--- src/rtl/cronometro_ctrl.sv ---
// Stopwatch sequencer: run/pause/done FSM, tick prescaler and edge-detected
// start/stop driving a bounded up/down counter. Optional lap hold via LAP_EN.
module cronometro_ctrl #(
  parameter int NBITS_COUNT = 4,
  parameter int MAX_COUNT   = 10,
  parameter int TICK_DIV    = 1
) (
  input  logic                   clk_2_i,
  input  logic                   reset_i,
  input  logic                   start_stop_i,
  input  logic                   clear_i,
  input  logic                   down_i,
  input  logic                   lap_i,
  output logic [NBITS_COUNT-1:0] count_o,
  output logic [NBITS_COUNT-1:0] display_o,
  output logic [1:0]             state_o,
  output logic                   running_o,
  output logic                   done_o
);

  localparam int PW = (TICK_DIV > 1) ? $clog2(TICK_DIV) : 1;
  localparam logic [NBITS_COUNT-1:0] MAX_V  = NBITS_COUNT'(MAX_COUNT);
  localparam logic [NBITS_COUNT-1:0] ZERO_V = {NBITS_COUNT{1'b0}};
  localparam logic [NBITS_COUNT-1:0] ONE_V  = NBITS_COUNT'(1);
  localparam logic [PW-1:0]          PLAST  = PW'(TICK_DIV - 1);

  typedef enum logic [1:0] {
    IDLE  = 2'd0,
    RUN   = 2'd1,
    PAUSE = 2'd2,
    DONE  = 2'd3
  } state_t;

  state_t                 state_q, state_d;
  logic [NBITS_COUNT-1:0] count_q, count_d;
  logic [PW-1:0]          presc_q, presc_d;
  logic                   dir_q, dir_d;
  logic                   ss_prev_q;
  logic                   ss_rise;
  logic                   tick;
  logic [NBITS_COUNT-1:0] next_cnt;
  logic [NBITS_COUNT-1:0] term_cnt;

  assign ss_rise  = start_stop_i & ~ss_prev_q;
  assign tick     = (presc_q == PLAST);
  assign next_cnt = dir_q ? (count_q - ONE_V) : (count_q + ONE_V);
  assign term_cnt = dir_q ? ZERO_V : MAX_V;

`ifdef LAP_EN
  logic                   hold_q, hold_d;
  logic [NBITS_COUNT-1:0] lapv_q, lapv_d;
  logic                   lap_prev_q;
  logic                   lap_rise;

  assign lap_rise = lap_i & ~lap_prev_q;
`else
  logic unused_lap;
  assign unused_lap = lap_i;
`endif

  always_comb begin
    state_d = state_q;
    count_d = count_q;
    presc_d = presc_q;
    dir_d   = dir_q;
`ifdef LAP_EN
    hold_d  = hold_q;
    lapv_d  = lapv_q;
`endif
    if (clear_i) begin
      state_d = IDLE;
      count_d = ZERO_V;
      presc_d = '0;
`ifdef LAP_EN
      hold_d  = 1'b0;
`endif
    end else begin
      case (state_q)
        IDLE: begin
          if (ss_rise) begin
            state_d = RUN;
            dir_d   = down_i;
            count_d = down_i ? MAX_V : ZERO_V;
            presc_d = '0;
          end
        end
        RUN: begin
          if (tick) begin
            presc_d = '0;
            count_d = next_cnt;
          end else begin
            presc_d = presc_q + PW'(1);
          end
          // Reaching the terminal value wins over a simultaneous pause request.
          if (tick && (next_cnt == term_cnt)) begin
            state_d = DONE;
          end else if (ss_rise) begin
            state_d = PAUSE;
          end
        end
        PAUSE: begin
          if (ss_rise) begin
            state_d = RUN;
          end
        end
        DONE: begin
          if (ss_rise) begin
            state_d = IDLE;
            count_d = ZERO_V;
            presc_d = '0;
          end
        end
        default: begin
          state_d = IDLE;
          count_d = ZERO_V;
          presc_d = '0;
        end
      endcase
`ifdef LAP_EN
      // Lap toggles only while staying in RUN/PAUSE; IDLE/DONE entry drops it.
      if ((state_d == IDLE) || (state_d == DONE)) begin
        hold_d = 1'b0;
      end else if (lap_rise && ((state_q == RUN) || (state_q == PAUSE))) begin
        hold_d = ~hold_q;
        if (!hold_q) begin
          lapv_d = count_q;
        end
      end
`endif
    end
  end

  always_ff @(posedge clk_2_i) begin
    ss_prev_q <= start_stop_i;
    if (reset_i) begin
      state_q <= IDLE;
      count_q <= ZERO_V;
      presc_q <= '0;
      dir_q   <= 1'b0;
    end else begin
      state_q <= state_d;
      count_q <= count_d;
      presc_q <= presc_d;
      dir_q   <= dir_d;
    end
  end

`ifdef LAP_EN
  always_ff @(posedge clk_2_i) begin
    lap_prev_q <= lap_i;
    if (reset_i) begin
      hold_q <= 1'b0;
      lapv_q <= ZERO_V;
    end else begin
      hold_q <= hold_d;
      lapv_q <= lapv_d;
    end
  end

  assign display_o = hold_q ? lapv_q : count_q;
`else
  assign display_o = count_q;
`endif

  assign count_o   = count_q;
  assign state_o   = state_q;
  assign running_o = (state_q == RUN);
  assign done_o    = (state_q == DONE);

endmodule
--- config.mk ---
export PLATFORM = sky130hd
export DESIGN_NAME = cronometro_ctrl
export DESIGN_NICKNAME = d
export VERILOG_FILES = /design/src/rtl/cronometro_ctrl.sv
export SDC_FILE = /design/constraint.sdc
export NUM_CORES = 1
export LEC_CHECK = 0
export ABC_AREA = 1
export BUFFER_PORTS_ARGS = -buffer_cell sky130_fd_sc_hd__buf_2
export CAP_MARGIN = 20
export CELL_PAD_IN_SITES_DETAIL_PLACEMENT = 1
export CELL_PAD_IN_SITES_GLOBAL_PLACEMENT = 2
export CORE_MARGIN = 1
export CORE_UTILIZATION = 21
export CTS_CLUSTER_DIAMETER = 60
export DETAILED_ROUTE_END_ITERATION = 7
export PLACE_DENSITY_LB_ADDON = 0.12
export SETUP_SLACK_MARGIN = 0.1
export SYNTH_ARGS = -nofsm -noshare
export SYNTH_HDL_FRONTEND = slang
export SYNTH_SLANG_ARGS = --single-unit
export TNS_END_PERCENT = 1
--- constraint.sdc ---
create_clock -name clk_2_i -period 1.2 [get_ports clk_2_i]
set_input_delay 0.12 -clock clk_2_i [delete_from_list [all_inputs] [get_ports clk_2_i]]
set_output_delay 0.12 -clock clk_2_i [all_outputs]
set_load 0.05 [all_outputs]
==> results of run 1 <==
## power breakdown
group	internal (mW)	switching, mW	leakage [nW]
combinational	0.0525	0.0872	0.299
clock	0.128	0.110	0.0150
sequential	0.266	0.0117	0.0695
## state kept, by name, summed over array words and instances, names as in the netlist
signal,flops
dir_q,1
state_o,2
ss_prev_q,1
count_o,4
## stage by stage
stage | total power [mW] | util | cells | TNS, ps
after floorplan | 0.363 | - | 73 | -501
after global placement | 0.406 | 0.308 | 122 | -415
after detailed placement | 0.407 | 0.308 | 122 | -589
after CTS | 0.660 | 0.342 | 127 | -626
after global routing | 0.704 | 0.362 | 127 | -872
final | 0.655 | 0.362 | 127 | -448
## worst min path at each step
stage                  from        end  slack (ps)  cells past startpoint
2_1_floorplan  start_stop_i  ss_prev_q         150                      0
3_3_place_gp   start_stop_i  ss_prev_q         240                      1
3_5_place_dp   start_stop_i  ss_prev_q         240                      1
4_1_cts             reset_i      dir_q          30                      2
5_1_grt             reset_i      dir_q          50                      2
6_report            reset_i      dir_q          50                      2
## cells in the mapped netlist
cell type   n
or2_1       1
o21ai_0     2
fa_1        1
nor2_1      8
ha_1        2
nand2_1    21
nand3_1     5
inv_1      10
a21oi_1     4
dfxtp_1     8
nand3b_1    1
nor2_4      1
inv_2       1
a211oi_1    1
xor2_1      1
a31oi_1     2
buf_4       4
## per-layer routing
metal  vias up  global-route usage  share of wire
met1       256               0.170           0.47
met5         -                   0              0
met2        14               0.227           0.48
met4         0              0.0278              0
li1        277                   -              -
met3         0              0.0545          0.045
## cells in the final DEF, fill, tap and decap left out
cell and n:
fa_2 1, ha_4 1, a31oi_1 2, nand2_1 19, a21oi_2 2, nor2_4 2, nor2_1 6, clkbuf_1 1
a21oi_1 2, dlygate4sd3_1 1, buf_2 7, ha_1 1, or2_1 1, nand3_2 3, dfxtp_4 5, buf_6 2
clkbuf_4 4, xor2_2 1, a211oi_2 1, nor2_2 1, nand3b_1 1, nand2_2 2, nand3_1 2, inv_4 1
dfxtp_2 1, o21ai_0 2, inv_1 10, buf_4 15, dfxtp_1 2
## worst max-delay path: cells and delay by family, from the launching register on
family	cells	cell delay [ps]
fa+ha+maj	1	230
flops	1	360
simple gates	6	570
compound gates	1	50
## final cells by class
cell class                 instances  area share
timing repair buffer              26       0.234
multi-input combinational         50       0.409
inverter                          11      0.0547
sequential                         8       0.225
clock buffer                       4      0.0328
tap                               28      0.0438
## cells by family after synthesis
logic type               share of synthesized area
XOR/XNOR                                    0.0177
AND/OR/NAND/NOR                              0.322
buffers and inverters                        0.144
flip-flops                                   0.324
AO/OA/AOI/OAI                                0.101
adder cells (fa/ha/maj)                     0.0911
## timing repair
action,in CTS,in global routing
gates cloned,0,0
hold endpoints to repair,1,0
hold buffers,1,0
endpoints found under the setup margin,14,12
pin swaps,2,1
gates resized for setup,12,13
==> summary.txt, run 1 <==
Run status
  – Status: complete, but fails checks
  – Violated checks: negative setup slack

Worst setup path
  – CP Launch Type: register
  – Setup crit end kind: register
  – Crit path kind: register to register
  – Reg-to-Reg Start: dir_q
  – Critical path endpoint: state_o[1]
  – CP Max Fanout: 4
  – Most frequent CP cell: nand2_1
  – Worst R2R End: state_o[1]
  – Worst path arrival time: 1470 ps
  – WP data required: 1340 ps
  – Reg2Reg Setup Slack: -140 ps
  – Worst path slowest cell: dfxtp_4
  – Critical path launch point: dir_q
  – Critical path, cell by cell: ha_4 > or2_1 > nand2_1 > nand2_2 > nand2_1 > nand2_1 > nand3_2 > a21oi_2
  – Max stage delay on crit path: 360 ps
  – Worst r2r path cells: 8

Floorplanning
  – Chip Width: 50.5 µm
  – Rows: 17
  – Starting Density: 0.223
  – Die extent in y: 50.5 µm
  – Core Box Area: 2210 µm²
  – IO Pins: 18
  – Total die area: 2550 µm²

Worst hold path
  – Hold WC Path Type: input port to register

GRT
  – Total track usage: 0.138
  – First-pass GRT wire length: 2.52 mm
  – Initial antenna violation count: 0
  – Grt ovf: 0
  – Largest net degree at the start of global routing: 7
  – Number of global-route vias before repair: 541

Clock tree
  – Clk_lat worst skew: 260 ps
  – Worst-path clk slew: 60 ps
  – Longest Clk Path Bufs: 2
  – Total CTS buffers: 3
  – CTS root buf: clkbuf_4
  – CTS tree: yes
  – CTS Sinks: 8
  – Max H-tree Level: 1
  – Number of setup buffers added after CTS: 0

Route
  – Vias: 547
  – Vias per std cell: 4.31
  – DRC: 0
  – Final WL: 1.45 mm
  – Wire per inst: 11.4 µm
  – Pre-antenna DRT Iters: 2
  – Post-DRT Antenna Nets: 0
  – DR iter-0 viols: 2

Timing
  – Setup violators final: 4
  – Final worst-path cycle share: 1.11
  – Hold Violations, Final: 0
  – Fin worst setup slack: -135 ps
  – RSZ-0062 raised after global routing: yes
  – Fmax: 749 MHz
  – Clock Skews: 13.0 ps
  – Slew @ Worst Pin: 244 ps
  – Period minus WS final: 1340 ps
  – Hold WS: 49.7 ps
  – Worst rel slew slack: 0.836
  – Slew Viols, Final: 0

Pwr
  – Max IR drop VDD: 0.487 mV
  – Leak Pwr: 0.383 nW
  – Pwr dens: 818 nW/µm²

Layout
  – Final net count: 109
  – Fill cell count: 285
  – Design Area, Final: 801 µm²
  – Register Area: 180 µm²
  – Multi-input logic area: 328 µm²
  – Antenna cells: 0
  – Share of cells above drive strength 1: 0.495
  – Area Overhead vs Synth: 62.0%

Job
  – Max_cap viols: 0

Placed design
  – Dpl hpwl: 1.14 mm
  – Pre-CTS setup slack: -168 ps
  – I/O Buffers: 16
  – Routability cong.: 0.743
  – Post-DP Area: 682 µm²

Logic synthesis
  – Top cell type by total area after synthesis: dfxtp_1
  – Most area-consuming cells after synthesis: dfxtp_1 (32%), nand2_1 (16%), inv_1 (7.6%), buf_4 (6.1%), nor2_1 (6.1%)
  – Mapped Cells: 73
  – Sequential share of the synthesized area: 0.324
  – Unique masters post-synth: 17
  – Yosys warns: 0
  – Post-Syn Nets: 82
  – Syn Area/Cell: 6.77 µm²
  – Synth Cell Area: 494 µm²
  – Synth top area share: 0.324
  – Post-synthesis register bit count: 8
(Power assumes the default switching activity.)
==> inputs of run 2 (changes only) <==
CORE_UTILIZATION = 23   (was 21)
clock period = 1.5 ns   (was 1.2 ns; I/O delays follow)
==> summary.txt, run 2 (same netlist as run 1, synthesis figures left out) <==
Worst setup path
  – CP Launch Type: register (unchanged)
  – Worst r2r path cells: 7 (was 8)
  – Worst path arrival time: 1560 ps (was 1470 ps)
  – Worst R2R End: state_o[1] (unchanged)
  – Reg-to-Reg Start: dir_q (unchanged)
  – Setup crit end kind: register (unchanged)
  – WP data required: 1690 ps (was 1340 ps)
  – CP Max Fanout: 4 (unchanged)
  – Crit path kind: register to register (unchanged)
  – Reg2Reg Setup Slack: 130 ps (was -140 ps)

Clock tree
  – Max H-tree Level: 1 (unchanged)
  – Clk_lat worst skew: 260 ps (about the same)
  – CTS Sinks: 8 (unchanged)
  – Longest Clk Path Bufs: 2 (unchanged)
  – CTS tree: yes (unchanged)
  – Worst-path clk slew: 60 ps (about the same)
  – CTS root buf: clkbuf_4 (unchanged)
  – Total CTS buffers: 3 (unchanged)

Worst hold path
  – Hold path startpoint: reset_i (unchanged)
  – Hold path endpoint: dir_q (unchanged)
  – Hold WC Path Type: input port to register (unchanged)
  – Cell depth of the worst hold path: 2 (unchanged)

Placed design
  – I/O Buffers: 16 (unchanged)
  – Routability cong.: 0.693 (was 0.743)
  – Pre-CTS setup slack: 19.1 ps (was -168 ps)
  – Placed cells: 117 (was 122)
  – Dpl hpwl: 978 µm (was 1.14 mm)

Pwr
  – Max IR drop VDD: 0.312 mV (was 0.487 mV)
  – Overall power: 507 µW (was 655 µW)
  – Pwr dens: 666 nW/µm² (was 818 nW/µm²)
  – Leak Pwr: 0.370 nW (was 0.383 nW)

GRT
  – Number of global-route vias before repair: 526 (was 541)
  – Largest net degree at the start of global routing: 9 (was 7)
  – Grt ovf: 0 (unchanged)
  – Total track usage: 0.122 (was 0.138)
  – Grt peak-use layer: met2 (unchanged)
  – First-pass GRT wire length: 2.17 mm (was 2.52 mm)
  – M3 GR Usage: 0.0283 (was 0.0545)
  – Met1 usage: 0.144 (was 0.170)
  – Initial antenna violation count: 0 (unchanged)
  – GR Layer Usage met2: 0.200 (was 0.227)

Floorplanning
  – IO Pins: 18 (unchanged)
  – Starting Density: 0.249 (was 0.223)
  – Core Box Area: 1980 µm² (was 2210 µm²)
  – Rows: 16 (was 17)
  – Total die area: 2340 µm² (was 2550 µm²)
  – Chip Width: 48.4 µm (was 50.5 µm)
  – Die extent in y: 48.4 µm (was 50.5 µm)

Timing
  – Period minus WS final: 1370 ps (was 1340 ps)
  – Fmax: 732 MHz (was 749 MHz)
  – RSZ-0062 raised after global routing: yes (unchanged)
  – Fin worst setup slack: 133 ps (was -135 ps)
  – Slew @ Worst Pin: 234 ps (was 244 ps)
  – Worst rel slew slack: 0.843 (was 0.836)
  – Clock Skews: 8.91 ps (was 13.0 ps)
  – Setup violators final: 0 (was 4)
  – Final setup TNS: 0 ps (was -448 ps)
  – Hold Violations, Final: 0 (unchanged)
  – Final worst-path cycle share: 0.911 (was 1.11)
  – Slew Viols, Final: 0 (unchanged)

Layout
  – Max reg flops: 4 (unchanged)
  – Commonest cells after routing, fill and taps aside: nand2_1 (16), buf_2 (16), inv_1 (10) (was nand2_1 (19), buf_4 (15), inv_1 (10))
  – Non-Filler Instances: 124 (was 127)
  – Share of cells above drive strength 1: 0.505 (was 0.495)
  – Area Overhead vs Synth: 54.2% (was 62.0%)
  – Antenna cells: 0 (unchanged)
  – Final net count: 107 (was 109)

Route
  – DR iter-0 viols: 5 (was 2)
  – Vias: 517 (was 547)
  – Wire per inst: 10.1 µm (was 11.4 µm)
  – Post-DRT Antenna Nets: 0 (unchanged)
  – Vias per std cell: 4.17 (was 4.31)
  – Final WL: 1.25 mm (was 1.45 mm)
  – DRC: 0 (unchanged)
  – Pre-antenna DRT Iters: 2 (unchanged)

Job
  – Max_cap viols: 0 (unchanged)

Run status
  – Status: finished, final reports clean (was complete, but fails checks)
## run 2: power breakdown
group	total [mW]	internal, mW	switching, mW
Sequential	0.225	0.216	0.00903
Combinational	0.104	0.0376	0.0665
Clock	0.178	0.102	0.0761
Total	0.507	0.356	0.152
## run 2: per-layer routing
metal / share of wire / vias to the layer above / wire length, µm
li1: - / 273 / -
met1: 0.48 / 232 / 599
met2: 0.48 / 10 / 595
met3: 0.030 / 2 / 38
met4: 0.014 / 0 / 17
met5: 0 / - / 0
## run 2: final cells by class
cell class | instances | area (µm²)
clock buffers | 4 | 26.3
fillers | 250 | 1220
inverters | 11 | 41.3
multi-input cells | 50 | 343
flip-flops and latches | 8 | 175
well taps | 27 | 33.8
repair buffers | 24 | 143
## run 2: worst max-delay path: stages, from the launching register on
cell	delay, ps
dfxtp_4	390
ha_4	210
or2_4	250
nand2_2	70
nand2_2	70
nand3_2	70
nand3_2	110
a21oi_2	150
## run 2: worst max-delay path by stage
stage / slack [ps] / end / startpoint / cells after the start
finish: 130 / state_o[1] / dir_q / 7
global route: 60 / state_o[0] / count_o[2] / 8
global placement: 40 / state_o[1] / dir_q / 7
floorplan: 80 / state_o[1] / state_o[0] / 6
CTS: 100 / state_o[0] / count_o[2] / 7
detailed placement: 20 / state_o[0] / dir_q / 7
## run 2: repair_timing
action                                 4_1_cts  5_1_grt
buffers inserted                             1        1
pin swaps                                    5        9
gates resized for setup                     11        9
endpoints found under the hold margin        1        0
setup endpoints to repair                    3        7
gates cloned                                 0        0
hold buffers                                 1        0
## run 2: stage by stage
step	utilization	instance area (µm²)	hold slack [ps]
after global placement	0.315	624	267
after floorplan	-	503	178
final	0.384	762	70.3
after global routing	0.384	762	73.7
after detailed placement	0.315	624	270
after CTS	0.359	712	66.0
